==> src/rtl/manchester_pkg.sv <==
// Shared types and timing derivations for the Manchester frame decoder.
package manchester_pkg;

  typedef enum logic [1:0] {
    StIdle,
    StHunt,
    StReceive,
    StDone
  } state_e;

  localparam int unsigned DefHalfBitCycles = 16;
  localparam int unsigned DefPreambleBits  = 8;
  localparam logic [7:0]  DefPreamble      = 8'hAB;
  localparam int unsigned DefMaxBytes      = 8;

  // Edges closer than 1.5 half-bits to the last mid-bit edge sit on a bit boundary.
  function automatic int unsigned blank_cycles(input int unsigned half_bit);
    return (3 * half_bit) / 2;
  endfunction

  function automatic int unsigned timeout_cycles(input int unsigned half_bit);
    return 3 * half_bit;
  endfunction

endpackage

==> src/rtl/manchester_bit_recovery.sv <==
// Edge detector and blanking-window bit timer; emits one strobe per mid-bit edge
// and an idle-line timeout level.
module manchester_bit_recovery
  import manchester_pkg::*;
#(
  parameter int unsigned HALF_BIT_CYCLES = DefHalfBitCycles
) (
  input  logic clock,
  input  logic reset,
  input  logic enable,
  input  logic digital_in,
  input  logic force_accept,
  input  logic ignore_edges,
  output logic bit_strobe,
  output logic bit_value,
  output logic timeout
);

  localparam int unsigned Blank   = blank_cycles(HALF_BIT_CYCLES);
  localparam int unsigned Timeout = timeout_cycles(HALF_BIT_CYCLES);
  localparam int unsigned TcntW   = $clog2(Timeout + 1);

  logic             d_q, d_d, dd_q, dd_d;
  logic             en_q, en_d;
  logic             strobe_q, strobe_d;
  logic             value_q, value_d;
  logic [TcntW-1:0] tcnt_q, tcnt_d;
  logic             edge_det, accept;

  always_comb begin
    edge_det = d_q ^ dd_q;
    timeout  = (tcnt_q == TcntW'(Timeout));
    // en_q low means this is the first enabled cycle after a hold: stale edges are dropped.
    accept   = edge_det && en_q && !ignore_edges &&
               (force_accept || ((tcnt_q >= TcntW'(Blank)) && !timeout));

    en_d     = enable;
    d_d      = d_q;
    dd_d     = dd_q;
    strobe_d = strobe_q;
    value_d  = value_q;
    tcnt_d   = tcnt_q;
    if (enable) begin
      d_d      = digital_in;
      dd_d     = en_q ? d_q : digital_in;
      strobe_d = accept;
      value_d  = accept ? d_q : value_q;
      if (accept) begin
        tcnt_d = '0;
      end else if (!timeout) begin
        tcnt_d = tcnt_q + TcntW'(1);
      end
    end
  end

  always_ff @(posedge clock) begin
    if (reset) begin
      d_q      <= 1'b0;
      dd_q     <= 1'b0;
      en_q     <= 1'b0;
      strobe_q <= 1'b0;
      value_q  <= 1'b0;
      tcnt_q   <= '0;
    end else begin
      d_q      <= d_d;
      dd_q     <= dd_d;
      en_q     <= en_d;
      strobe_q <= strobe_d;
      value_q  <= value_d;
      tcnt_q   <= tcnt_d;
    end
  end

  assign bit_strobe = strobe_q;
  assign bit_value  = value_q;

endmodule

==> src/rtl/manchester_frame_decoder.sv <==
// Manchester frame decoder: hunts for a sync word, then stores data bytes in a
// small readable buffer until the line goes idle and the consumer acknowledges.
module manchester_frame_decoder
  import manchester_pkg::*;
#(
  parameter int unsigned                HALF_BIT_CYCLES = DefHalfBitCycles,
  parameter int unsigned                PREAMBLE_BITS   = DefPreambleBits,
  parameter logic [PREAMBLE_BITS-1:0]   PREAMBLE        = PREAMBLE_BITS'(DefPreamble),
  parameter int unsigned                MAX_BYTES       = DefMaxBytes
) (
  input  logic                           clock,
  input  logic                           reset,
  input  logic                           enable,
  input  logic                           digital_in,
  input  logic                           frame_ack,
  input  logic [$clog2(MAX_BYTES)-1:0]   rd_addr,
  output logic [7:0]                     rd_data,
  output logic                           frame_valid,
  output logic [$clog2(MAX_BYTES+1)-1:0] byte_count,
  output logic                           overflow,
  output logic                           frame_error,
  output logic                           preamble_found,
  output logic                           bit_strobe,
  output logic                           bit_value
);

  localparam int unsigned AddrW = $clog2(MAX_BYTES);
  localparam int unsigned CntW  = $clog2(MAX_BYTES + 1);

  state_e                   state_q, state_d;
  logic [PREAMBLE_BITS-1:0] sync_q, sync_d, sync_shift;
  logic [6:0]               shift_q, shift_d;
  logic [2:0]               bit_idx_q, bit_idx_d;
  logic [CntW-1:0]          count_q, count_d;
  logic                     ovf_q, ovf_d;
  logic                     ferr_q, ferr_d;
  logic                     timeout;
  logic                     wr_en;
  logic [AddrW-1:0]         wr_addr;
  logic [7:0]               wr_data;
  logic [7:0]               mem_q [MAX_BYTES];

  manchester_bit_recovery #(
    .HALF_BIT_CYCLES (HALF_BIT_CYCLES)
  ) u_bit_recovery (
    .clock        (clock),
    .reset        (reset),
    .enable       (enable),
    .digital_in   (digital_in),
    .force_accept (state_q == StIdle),
    .ignore_edges (state_q == StDone),
    .bit_strobe   (bit_strobe),
    .bit_value    (bit_value),
    .timeout      (timeout)
  );

  always_comb begin
    state_d        = state_q;
    sync_d         = sync_q;
    shift_d        = shift_q;
    bit_idx_d      = bit_idx_q;
    count_d        = count_q;
    ovf_d          = ovf_q;
    ferr_d         = ferr_q;
    preamble_found = 1'b0;
    wr_en          = 1'b0;
    wr_addr        = count_q[AddrW-1:0];
    wr_data        = {shift_q, bit_value};
    sync_shift     = {sync_q[PREAMBLE_BITS-2:0], bit_value};

    if (enable) begin
      unique case (state_q)
        StIdle: begin
          if (bit_strobe) begin
            sync_d  = PREAMBLE_BITS'(bit_value);
            state_d = StHunt;
          end
        end
        StHunt: begin
          if (timeout) begin
            state_d = StIdle;
          end else if (bit_strobe) begin
            sync_d = sync_shift;
            if (sync_shift == PREAMBLE) begin
              preamble_found = 1'b1;
              shift_d        = '0;
              bit_idx_d      = '0;
              count_d        = '0;
              ovf_d          = 1'b0;
              ferr_d         = 1'b0;
              state_d        = StReceive;
            end
          end
        end
        StReceive: begin
          // Timeout is checked first so an edge coinciding with it is dropped.
          if (timeout) begin
            if (count_q == '0) begin
              state_d = StIdle;
            end else begin
              ferr_d  = (bit_idx_q != 3'd0);
              state_d = StDone;
            end
          end else if (bit_strobe) begin
            shift_d   = wr_data[6:0];
            bit_idx_d = bit_idx_q + 3'd1;
            if (bit_idx_q == 3'd7) begin
              if (count_q == CntW'(MAX_BYTES)) begin
                ovf_d = 1'b1;
              end else begin
                wr_en   = 1'b1;
                count_d = count_q + CntW'(1);
              end
            end
          end
        end
        StDone: begin
          if (frame_ack) begin
            count_d = '0;
            ovf_d   = 1'b0;
            ferr_d  = 1'b0;
            state_d = StIdle;
          end
        end
        default: state_d = StIdle;
      endcase
    end
  end

  always_ff @(posedge clock) begin
    if (reset) begin
      state_q   <= StIdle;
      sync_q    <= '0;
      shift_q   <= '0;
      bit_idx_q <= '0;
      count_q   <= '0;
      ovf_q     <= 1'b0;
      ferr_q    <= 1'b0;
    end else begin
      state_q   <= state_d;
      sync_q    <= sync_d;
      shift_q   <= shift_d;
      bit_idx_q <= bit_idx_d;
      count_q   <= count_d;
      ovf_q     <= ovf_d;
      ferr_q    <= ferr_d;
    end
  end

  // Buffer contents need no reset: count_q gates every read.
  always_ff @(posedge clock) begin
    if (wr_en) begin
      mem_q[wr_addr] <= wr_data;
    end
  end

  always_comb begin
    rd_data = 8'h00;
    if (CntW'(rd_addr) < count_q) begin
      rd_data = mem_q[rd_addr];
    end
  end

  assign frame_valid = (state_q == StDone);
  assign byte_count  = count_q;
  assign overflow    = ovf_q;
  assign frame_error = ferr_q;

endmodule

==> config.mk <==
export PLATFORM = sky130hd
export DESIGN_NAME = manchester_frame_decoder
export DESIGN_NICKNAME = d
export VERILOG_FILES = /design/src/rtl/manchester_pkg.sv /design/src/rtl/manchester_bit_recovery.sv /design/src/rtl/manchester_frame_decoder.sv
export SDC_FILE = /design/constraint.sdc
export NUM_CORES = 1
export LEC_CHECK = 0
export BUFFER_PORTS_ARGS = -buffer_cell sky130_fd_sc_hd__buf_4
export CAP_MARGIN = 10
export CORE_MARGIN = 5
export CORE_UTILIZATION = 54
export DETAILED_ROUTE_END_ITERATION = 6
export GPL_ROUTABILITY_DRIVEN = 1
export GPL_TIMING_DRIVEN = 0
export PLACE_DENSITY = 0.69
export SYNTH_ARGS = -nofsm -noshare
export SYNTH_HDL_FRONTEND = slang
export SYNTH_HIERARCHICAL = 1
export SYNTH_SLANG_ARGS = --single-unit
==> constraint.sdc <==
create_clock -name clock -period 5.7 [get_ports clock]
set_input_delay 0.57 -clock clock [delete_from_list [all_inputs] [get_ports clock]]
set_output_delay 0.57 -clock clock [all_outputs]
set_load 0.005 [all_outputs]
Word level (Yosys, flattened, before mapping) --
Memory sizes are Yosys's and may differ from the RTL's. Index checks and enable logic that the tools add are counted.
Cells by class: add/sub/neg operators 3, $lt $le $gt $ge 2, eq/ne operators 22, muxes and demuxes 62, bitwise gates (word level) 1, reduce and logical (&&, ||, !) cells 21
Operators with widths (count):
- 7-bit 2-to-1 mux | 8
- 4-bit 2-to-1 mux | 8
- 7-bit case mux with 2 select lines | 2
- 1-bit 2-to-1 mux | 24
- 2-bit != test (second input constant) | 10
- 10-bit AND reduction | 2
- 3-bit 2-to-1 mux | 5
- 2-bit 2-to-1 mux | 7
- 6-bit 2-to-1 mux | 2
- 4-bit case mux with 3 select lines | 1
- 8-bit == test (second input constant) | 1
- 8-bit 2-to-1 mux | 1
- 2-bit case mux with 4 select lines | 1
- 8-bit AND reduction | 1
- 7-bit AND reduction | 1
- 6-bit by 1-bit adder with 6-bit output (second input constant) | 1
- 6-bit == test (second input constant) | 1
- 6-bit by 5-bit greater-or-equal comparator with 1-bit output (second input constant) | 1
- 2-bit by 1-bit != test with 1-bit output (second input constant) | 3
- 1-bit case mux with 3 select lines | 2
- 3-bit case mux with 2 select lines | 1
- 6-bit AND reduction | 1
- 3-bit nonzero test | 2
- 5-bit AND reduction | 1
- other kinds (17) | 24
Word-level totals: register bits after elaboration 36, RAM bits 64, output and inout port bits 18, logic and storage cells 125, memories 1
Memory list:
- mem_q | depth 8, bits a word 8, rd ports 1, clocked after Yosys merged registers in 0, write ports 1, line manchester_frame_decoder.sv:41 | logic [7:0] mem_q [MAX_BYTES];

Depth between registers and ports, before layout --
Gate-level depths: netlist (run 1).
depth after elaboration 9, depth in mapped cells 10

Modules after synthesis --
Netlist (run 1), hierarchy kept.
Modules (own cells, without submodules):
- manchester_frame_decoder | times used 1, cells each 296, area each 4003.8 um2, sequential area each 2422.3 um2
- manchester_bit_recovery | times used 1, cells each 64, area each 584.3 um2, sequential area each 220.2 um2

Least setup slack after synthesis (run 1) --
No wires, ideal clock.
path kind input to register, start in enable, end mem mem_q[1][0], enable pin, setup time 383 ps, arrival time 2021 ps, slack 3296 ps, stages 5, path buffers 1, cell sequence clkbuf_1 and3b_1 nand4_1 or2_2 nor3_1
Between the ends: cells in the longest elaborated chain, start to end 3
Ends and longest elaborated chain:
- from (decl) | line manchester_frame_decoder.sv:13 | input logic enable,
- 1-bit 2-to-1 mux | line manchester_frame_decoder.sv:71 | if (enable) begin
- 1-bit 2-to-1 mux | line manchester_frame_decoder.sv:152 | if (wr_en) begin
- 1-bit 2-to-1 mux (not written as such) | line manchester_frame_decoder.sv:153 | mem_q[wr_addr] <= wr_data;
- to (decl) | line manchester_frame_decoder.sv:41
No other way between the ends.

==> results of run 1 <==
==> sequential cells by signal, indices dropped and copies added, names as in the netlist <==
name,count
mem_q,64
shift_q,7
sync_q,7
u_bit_recovery/tcnt_q,6
byte_count,4
bit_idx_q,3
state_q,2
frame_error,1
overflow,1
u_bit_recovery/bit_strobe,1
u_bit_recovery/bit_value,1
u_bit_recovery/d_q,1
u_bit_recovery/dd_q,1
u_bit_recovery/en_q,1
==> critical path: cells and delay by family (launching register included) <==
kind                       cells  cell delay, ps
buffers and inverters          4             650
adders and majority gates      1             210
DFF                            1             400
and+or+nand+nor                5             850
==> worst paths after layout <==
path	end	slack [ps]	depth (start not counted)
worst min register to register	sync_q[6]	500	2
worst max-delay path	preamble_found	2660	10
worst min-delay path	u_bit_recovery/en_q	400	2
worst max register to register	mem_q[3][7]	2820	9
==> synthesized netlist by cell type, drive strengths merged (4+ instances only) <==
library cell	n
edfxtp	64
dfxtp	36
a21oi	27
mux2i	18
o21ai	18
inv	17
nand3	17
nor2	17
mux4	16
buf	14
clkbuf	9
ha	9
nand2b	9
and2	7
nand2	7
nand3b	6
nor3	6
nor2b	5
a211oi	4
a31oi	4
==> stage by stage <==
step	hold WS (ps)	cell area (um^2)	total power, uW	instances	utilization, %
floorplan	452	4590	818	360	-
global placement	473	4890	833	488	59.2
detailed placement	485	4900	834	490	59.4
CTS	385	5100	1260	506	61.7
global route	386	5100	1310	506	61.8
finish	404	5100	1250	506	61.8
==> cells by family (layout without fill, tap and decap cells) <==
logic type / after synthesis / in the layout / share of synthesized area (%)
xor+xnor: 3 / 3 / 0.573
compound gates: 75 / 75 / 10.9
fa+ha+maj: 9 / 9 / 2.45
flops: 100 / 100 / 57.6
simple gates: 98 / 98 / 12.5
mux: 35 / 35 / 12.0
buf+inv: 40 / 81 / 3.98
==> placed cells by master, fill, tap and decap left out, types with 3 or more instances in the layout <==
master / instances
sky130_fd_sc_hd__nand3b_1: 5
sky130_fd_sc_hd__nand2b_1: 9
sky130_fd_sc_hd__o21ai_0: 16
sky130_fd_sc_hd__buf_2: 9
sky130_fd_sc_hd__mux2i_1: 18
sky130_fd_sc_hd__and2_1: 7
sky130_fd_sc_hd__clkbuf_8: 9
sky130_fd_sc_hd__and3_1: 3
sky130_fd_sc_hd__mux4_2: 16
sky130_fd_sc_hd__edfxtp_1: 64
sky130_fd_sc_hd__nor2b_1: 5
sky130_fd_sc_hd__xor2_1: 3
sky130_fd_sc_hd__clkbuf_1: 9
sky130_fd_sc_hd__buf_4: 26
sky130_fd_sc_hd__or3_1: 3
sky130_fd_sc_hd__nand4_1: 3
sky130_fd_sc_hd__nor2_1: 17
sky130_fd_sc_hd__ha_1: 9
sky130_fd_sc_hd__nor3_1: 5
sky130_fd_sc_hd__a21o_1: 3
sky130_fd_sc_hd__a21oi_1: 25
sky130_fd_sc_hd__nand3_1: 17
sky130_fd_sc_hd__a31oi_1: 4
sky130_fd_sc_hd__dfxtp_1: 36
sky130_fd_sc_hd__inv_1: 17
sky130_fd_sc_hd__nand2_1: 7
sky130_fd_sc_hd__a211oi_1: 3
==> metal layers <==
metal / GRT usage (%) / part of all wire (%) / up-vias / wire length, um
li1: - / - / 1434 / -
met1: 24.9 / 44 / 1445 / 4000
met2: 32.0 / 51 / 58 / 4560
met3: 3.96 / 4.0 / 10 / 357
met4: 4.94 / 1.2 / 0 / 104
met5: 0 / 0 / - / 0
==> where the power goes <==
group	switching (uW)	total [uW]	internal [uW]	leakage, uW
registers	2.96	766	763	0.000996
logic	29.6	50.3	20.7	0.000770
clock network	263	434	171	0.0000968
==> cell type report <==
type                    count  area (um^2)
well taps                 105          131
flip-flops and latches    100         2640
clock buffers               9          124
clock inverters             7         68.8
repair buffers             25          185
plain buffers              23          119
fillers                   672         3160
multi-input cells         220         1770
inverters                  17         63.8
==> load_flow_metrics.sql, run 1 <==
INSERT INTO impl_metrics (metric_group, metric, value, unit) VALUES
('critical_path', 'cp.required', '5130', 'ps'),
('synth', 'ys_types', '61', ''),
('global_routing', 'grt_pass1_vias', '2947', ''),
('timing', 'part_of_the_cycle_the_worst_path_needs', '53.4', '%'),
('hold_path', 'holdCritStartpoint', 'reset', ''),
('global_routing', 'global_route_wire_length_before_repair', '15000', 'um'),
('timing', 'hold_viol_final', '0', ''),
('drt', 'firstDrtPassIters', '4', ''),
('clock_tree', 'clock_tree.root_cell', 'sky130_fd_sc_hd__clkbuf_8', ''),
('synth', 'synthesis.nets', '377', ''),
('timing', 'final.setup.tns', '0', 'ps'),
('critical_path', 'launching_instance_or_port_of_the_critical_path', 'u_bit_recovery/tcnt_q[0]', ''),
('critical_path', 'startpoint_type', 'flop', ''),
('placed_design', 'port_buffers', '23', ''),
('cells_and_area', 'synthToLayoutAreaGrowth', '11.2', '%'),
('placed_design', 'post_place_setup_slack', '2470', 'ps'),
('cells_and_area', 'drive_gt1_share', '20.7', '%'),
('synth', 'async_flop_share', '0', '%'),
('floorplanning', 'fp.coreArea', '8260', 'um^2'),
('synth', 'ys_seq_area_share', '57.6', '%'),
('cells_and_area', 'final_nets', '413', ''),
('critical_path', 'cp.arrival', '2470', 'ps'),
('clock_tree', 'worst_setup_hold_path_clk_slew', '100', 'ps'),
('drt', 'via_count', '2947', ''),
('flow_run', 'drv_cap', '0', ''),
('timing', 'layout_setup_ws', '2660', 'ps'),
('drt', 'antenna_violating_nets_post_route', '0', ''),
('timing', 'grt_setup_unrepaired', 'no', ''),
('timing', 'final_max_slew_viol_count', '0', ''),
('synth', 'synth_top_flop_cell', 'sky130_fd_sc_hd__edfxtp_1', ''),
('clock_tree', 'cts_max_level', '3', ''),
('placed_design', 'detailedPlacementHpwl', '6390', 'um'),
('clock_tree', 'clock_latency', '360', 'ps'),
('critical_path', 'class_of_the_most_critical_setup_path', 'reg -> out', ''),
('clock_tree', 'cts.path.max_buffers', '2', ''),
('synth', 'syn_inst', '360', ''),
('synth', 'post_synth.cell_area_avg', '12.7', 'um^2'),
('drt', 'remaining_drcs', '0', ''),
('critical_path', 'kind_of_end_point_of_the_critical_path', 'output pin', ''),
('floorplanning', 'initial_utilization', '55.6', '%'),
('clock_tree', 'tritoncts.num_buffers', '9', ''),
('timing', 'timing.final.setup_violations', '0', ''),
('critical_path', 'timing.critical_path.cells', 'inv_1 > ha_1 > nand3b_2 > nor2_1 > buf_2 > nor2b_1 > nand2_1 > clkbuf_1 > nor3_1 > buf_4', ''),
('synth', 'post-synth-top-area-cell', 'sky130_fd_sc_hd__edfxtp_1', ''),
('critical_path', 'cp_slowest_stage_delay', '400', 'ps'),
('timing', 'clock-skew-final', '10.9', 'ps'),
('drt', 'drt-initial-drc-count', '150', ''),
('synth', 'synthDominantCellAreaShare', '41.9', '%'),
('placed_design', 'gp_routability_congestion', '0.879', ''),
('synth', 'syn-cell-area', '4590', 'um^2'),
('floorplanning', 'die_y', '102', 'um'),
('drt', 'wl_cell', '17.8', 'um'),
('cells_and_area', 'num_antenna_cells', '0', ''),
('timing', 'finalCriticalPeriod', '3040', 'ps'),
('floorplanning', 'design.die.area', '10400', 'um^2'),
('power_and_ir_drop', 'vdd.ir_drop.worst', '121', 'uV'),
('clock_tree', 'cts.repair.resized', '0', ''),
('power_and_ir_drop', 'power.leakage', '0.00186', 'uW'),
('global_routing', 'antenna_found_initial', '0', ''),
('critical_path', 'critPathMaxFanout', '10', ''),
('timing', 'worst_pin_slew', '1020', 'ps'),
('power_and_ir_drop', 'power_per_cell_area', '245', 'nW/um^2'),
('critical_path', 'timing.rr.start', 'u_bit_recovery/tcnt_q[0]', ''),
('hold_path', 'hp-class', 'in -> reg', ''),
('floorplanning', 'rows', '33', ''),
('synth', 'yosys_register_bits', '100', ''),
('drt', 'post_drt_via_cell_ratio', '5.82', ''),
('status', 'status', 'finished clean', ''),
('clock_tree', 'post-cts-setup-buffers', '0', ''),
('clock_tree', 'hold_buffers', '0', ''),
('drt', 'detail_route.wirelength', '9030', 'um');
Power figures use the tool's default switching activity.
==> run 2: changes to the inputs <==
==> constraint.sdc (replaced) <==
create_clock -name clock -period 3.2 [get_ports clock]
set_input_delay 0.32 -clock clock [delete_from_list [all_inputs] [get_ports clock]]
set_output_delay 0.32 -clock clock [all_outputs]
set_load 0.005 [all_outputs]
==> load_flow_metrics.sql, run 2 (synthesized netlist as in run 1, its figures left out) <==
INSERT INTO impl_metrics (metric_group, metric, value, unit) VALUES
('critical_path', 'cp.arrival', '2850', 'ps'),
('drt', 'drt-initial-drc-count', '162', ''),
('power_and_ir_drop', 'power.leakage', '0.00186', 'uW'),
('timing', 'clock-skew-final', '10.4', 'ps'),
('timing', 'layout_setup_ws', '342', 'ps'),
('placed_design', 'gp_routability_congestion', '0.879', ''),
('critical_path', 'class_of_the_most_critical_setup_path', 'reg -> reg', ''),
('status', 'status', 'finished clean', ''),
('cells_and_area', 'mostFrequentLayoutCells', '64 x sky130_fd_sc_hd__edfxtp_1, 36 x sky130_fd_sc_hd__dfxtp_1, 26 x sky130_fd_sc_hd__buf_4, 25 x sky130_fd_sc_hd__a21oi_1, 18 x sky130_fd_sc_hd__mux2i_1', ''),
('critical_path', 'kind_of_end_point_of_the_critical_path', 'flop', ''),
('drt', 'wl_cell', '17.8', 'um'),
('floorplanning', 'rows', '33', ''),
('global_routing', 'global_route_wire_length_before_repair', '14900', 'um'),
('critical_path', 'critPathMaxFanout', '10', ''),
('cells_and_area', 'num_antenna_cells', '0', ''),
('cells_and_area', 'post-route-util', '61.8', '%'),
('clock_tree', 'clkSinkCount', '100', ''),
('critical_path', 'crit_slowest_cell', 'sky130_fd_sc_hd__nor2_1', ''),
('timing', 'maxClockFrequency', '0.350', 'GHz'),
('cells_and_area', 'top_register', 'mem_q', ''),
('clock_tree', 'clock_latency', '360', 'ps'),
('clock_tree', 'cts_max_level', '3', ''),
('timing', 'hold-worst-slack', '153', 'ps'),
('critical_path', 'cp.required', '3190', 'ps'),
('drt', 'firstDrtPassIters', '4', ''),
('clock_tree', 'worst_setup_hold_path_clk_slew', '100', 'ps'),
('global_routing', 'grt_remaining_overflow', '0', ''),
('timing', 'timing.final.setup_violations', '0', ''),
('placed_design', 'port_buffers', '23', ''),
('power_and_ir_drop', 'vdd.ir_drop.worst', '214', 'uV'),
('clock_tree', 'clock_tree.root_cell', 'sky130_fd_sc_hd__clkbuf_8', ''),
('floorplanning', 'die_span_x', '102', 'um'),
('floorplanning', 'die_y', '102', 'um'),
('critical_path', 'timing.reg2reg.worst_path_depth', '9', ''),
('cells_and_area', 'num-fill-cells', '672', ''),
('floorplanning', 'ioPinCount', '26', ''),
('critical_path', 'cp.buffers_inverters', '2', ''),
('drt', 'remaining_drcs', '0', ''),
('timing', 'part_of_the_cycle_the_worst_path_needs', '89.3', '%'),
('timing', 'slew_headroom', '33.8', '%'),
('flow_run', 'drv_cap', '0', ''),
('cells_and_area', 'biggestRegsByFlops', 'mem_q x64, shift_q x7, sync_q x7', ''),
('critical_path', 'timing.critical_path.cells', 'inv_1 > ha_1 > nand3b_2 > nor2_1 > buf_2 > and3b_1 > nand4_1 > or2_2 > nor2_1', ''),
('critical_path', 'timing.rr.start', 'u_bit_recovery/tcnt_q[0]', ''),
('timing', 'grt_setup_unrepaired', 'no', ''),
('global_routing', 'grt.total_usage', '18.9', '%'),
('placed_design', 'detailedPlacementHpwl', '6390', 'um'),
('cells_and_area', 'drive_gt1_share', '20.7', '%'),
('clock_tree', 'cts.path.max_buffers', '2', ''),
('clock_tree', 'cts_tree', 'yes', ''),
('critical_path', 'cpMostUsedCell', 'sky130_fd_sc_hd__nor2_1', ''),
('power_and_ir_drop', 'power_per_cell_area', '436', 'nW/um^2'),
('placed_design', 'post_place_setup_slack', '-27.1', 'ps'),
('clock_tree', 'tritoncts.num_buffers', '9', ''),
('cells_and_area', 'synthToLayoutAreaGrowth', '11.2', '%'),
('global_routing', 'antenna_found_initial', '0', ''),
('drt', 'via_count', '2932', ''),
('hold_path', 'holdCritStartpoint', 'reset', ''),
('cells_and_area', 'mostFrequentLayoutCell', 'sky130_fd_sc_hd__edfxtp_1', ''),
('drt', 'post_drt_via_cell_ratio', '5.79', ''),
('timing', 'final_max_slew_viol_count', '0', ''),
('drt', 'antenna_violating_nets_post_route', '0', ''),
('critical_path', 'startpoint_type', 'flop', ''),
('cells_and_area', 'largest_register_ffs', '64', ''),
('hold_path', 'hp-class', 'in -> reg', ''),
('floorplanning', 'fp.coreArea', '8260', 'um^2'),
('timing', 'hold_viol_final', '0', ''),
('hold_path', 'worst_hold_path.endpoint', 'u_bit_recovery/en_q', ''),
('global_routing', 'grt_pass1_vias', '2937', ''),
('critical_path', 'cp_slowest_stage_delay', '680', 'ps'),
('timing', 'finalCriticalPeriod', '2860', 'ps'),
('drt', 'detail_route.wirelength', '9000', 'um'),
('hold_path', 'hold_path_depth', '2', ''),
('global_routing', 'grt_start_max_net_pins', '20', ''),
('cells_and_area', 'final_nets', '413', ''),
('clock_tree', 'post-cts-setup-buffers', '0', ''),
('critical_path', 'worst_path_dominant_cell_family', 'simple AND/OR/NAND/NOR gates', ''),
('critical_path', 'critical_path.reg2reg.endpoint', 'mem_q[3][7]', ''),
('floorplanning', 'initial_utilization', '55.6', '%'),
('critical_path', 'rrSetupSlack', '340', 'ps'),
('floorplanning', 'design.die.area', '10400', 'um^2'),
('timing', 'worst_pin_slew', '989', 'ps');
## run 2: cell counts in the layout (fill, tap and decap cells not counted)
Identical to the previous run, type by type.
## run 2: how the worst max path moves through the flow
stage	startpoint	end	slack, ps	cells after the start
3_5_place_dp	u_bit_recovery/tcnt_q[0]	mem_q[1][3]	-30	9
3_3_place_gp	u_bit_recovery/tcnt_q[0]	mem_q[1][3]	80	9
4_1_cts	u_bit_recovery/tcnt_q[0]	mem_q[3][7]	310	9
5_1_grt	u_bit_recovery/tcnt_q[0]	mem_q[3][7]	160	9
6_report	u_bit_recovery/tcnt_q[0]	mem_q[3][7]	340	9
2_1_floorplan	u_bit_recovery/tcnt_q[0]	mem_q[1][0]	660	9
## run 2: power breakdown
part	internal [uW]	switching (uW)	leakage (uW)
clock network	304	468	0.0000968
registers	1360	5.26	0.000996
logic	36.9	52.6	0.000770
## run 2: through the flow
step / cell area, um^2 / TNS (ps) / std cells / total power [uW]
final: 5100 / 0 / 506 / 2230
after global routing: 5100 / 0 / 506 / 2330
after CTS: 5100 / 0 / 506 / 2250
after detailed placement: 4900 / -213 / 490 / 1480
after global placement: 4890 / 0 / 488 / 1480
after floorplan: 4590 / 0 / 360 / 1460
## run 2: layer usage
metal	global-route usage, %	routed length [um]
met1	25.0	4080
met2	32.0	4530
met3	3.82	291
met4	4.94	98
met5	0	0
## run 2: worst reg2reg max path: stages, from the launching register on
cell,delay (ps)
sky130_fd_sc_hd__dfxtp_1,400
sky130_fd_sc_hd__inv_1,80
sky130_fd_sc_hd__ha_1,210
sky130_fd_sc_hd__nand3b_2,130
sky130_fd_sc_hd__nor2_1,70
sky130_fd_sc_hd__buf_2,180
sky130_fd_sc_hd__and3b_1,270
sky130_fd_sc_hd__nand4_1,140
sky130_fd_sc_hd__or2_2,340
sky130_fd_sc_hd__nor2_1,680
## run 2: cell type report
| class | instances | area (um^2) | area share [%] |
|---|---|---|---|
| clock inverters | 7 | 68.8 | 1.35 |
| flip-flops and latches | 100 | 2640 | 51.8 |
| clock buffers | 9 | 124 | 2.43 |
| inverters | 17 | 63.8 | 1.25 |
| plain buffers | 23 | 119 | 2.33 |
| repair buffers | 25 | 185 | 3.63 |
| well taps | 105 | 131 | 2.57 |
| multi-input cells | 220 | 1770 | 34.6 |
## run 2: timing repair
| item | CTS | global route |
|---|---|---|
| gates resized for setup | 1 | 0 |
| endpoints found under the setup margin | 8 | 0 |
| hold buffers | 0 | 0 |
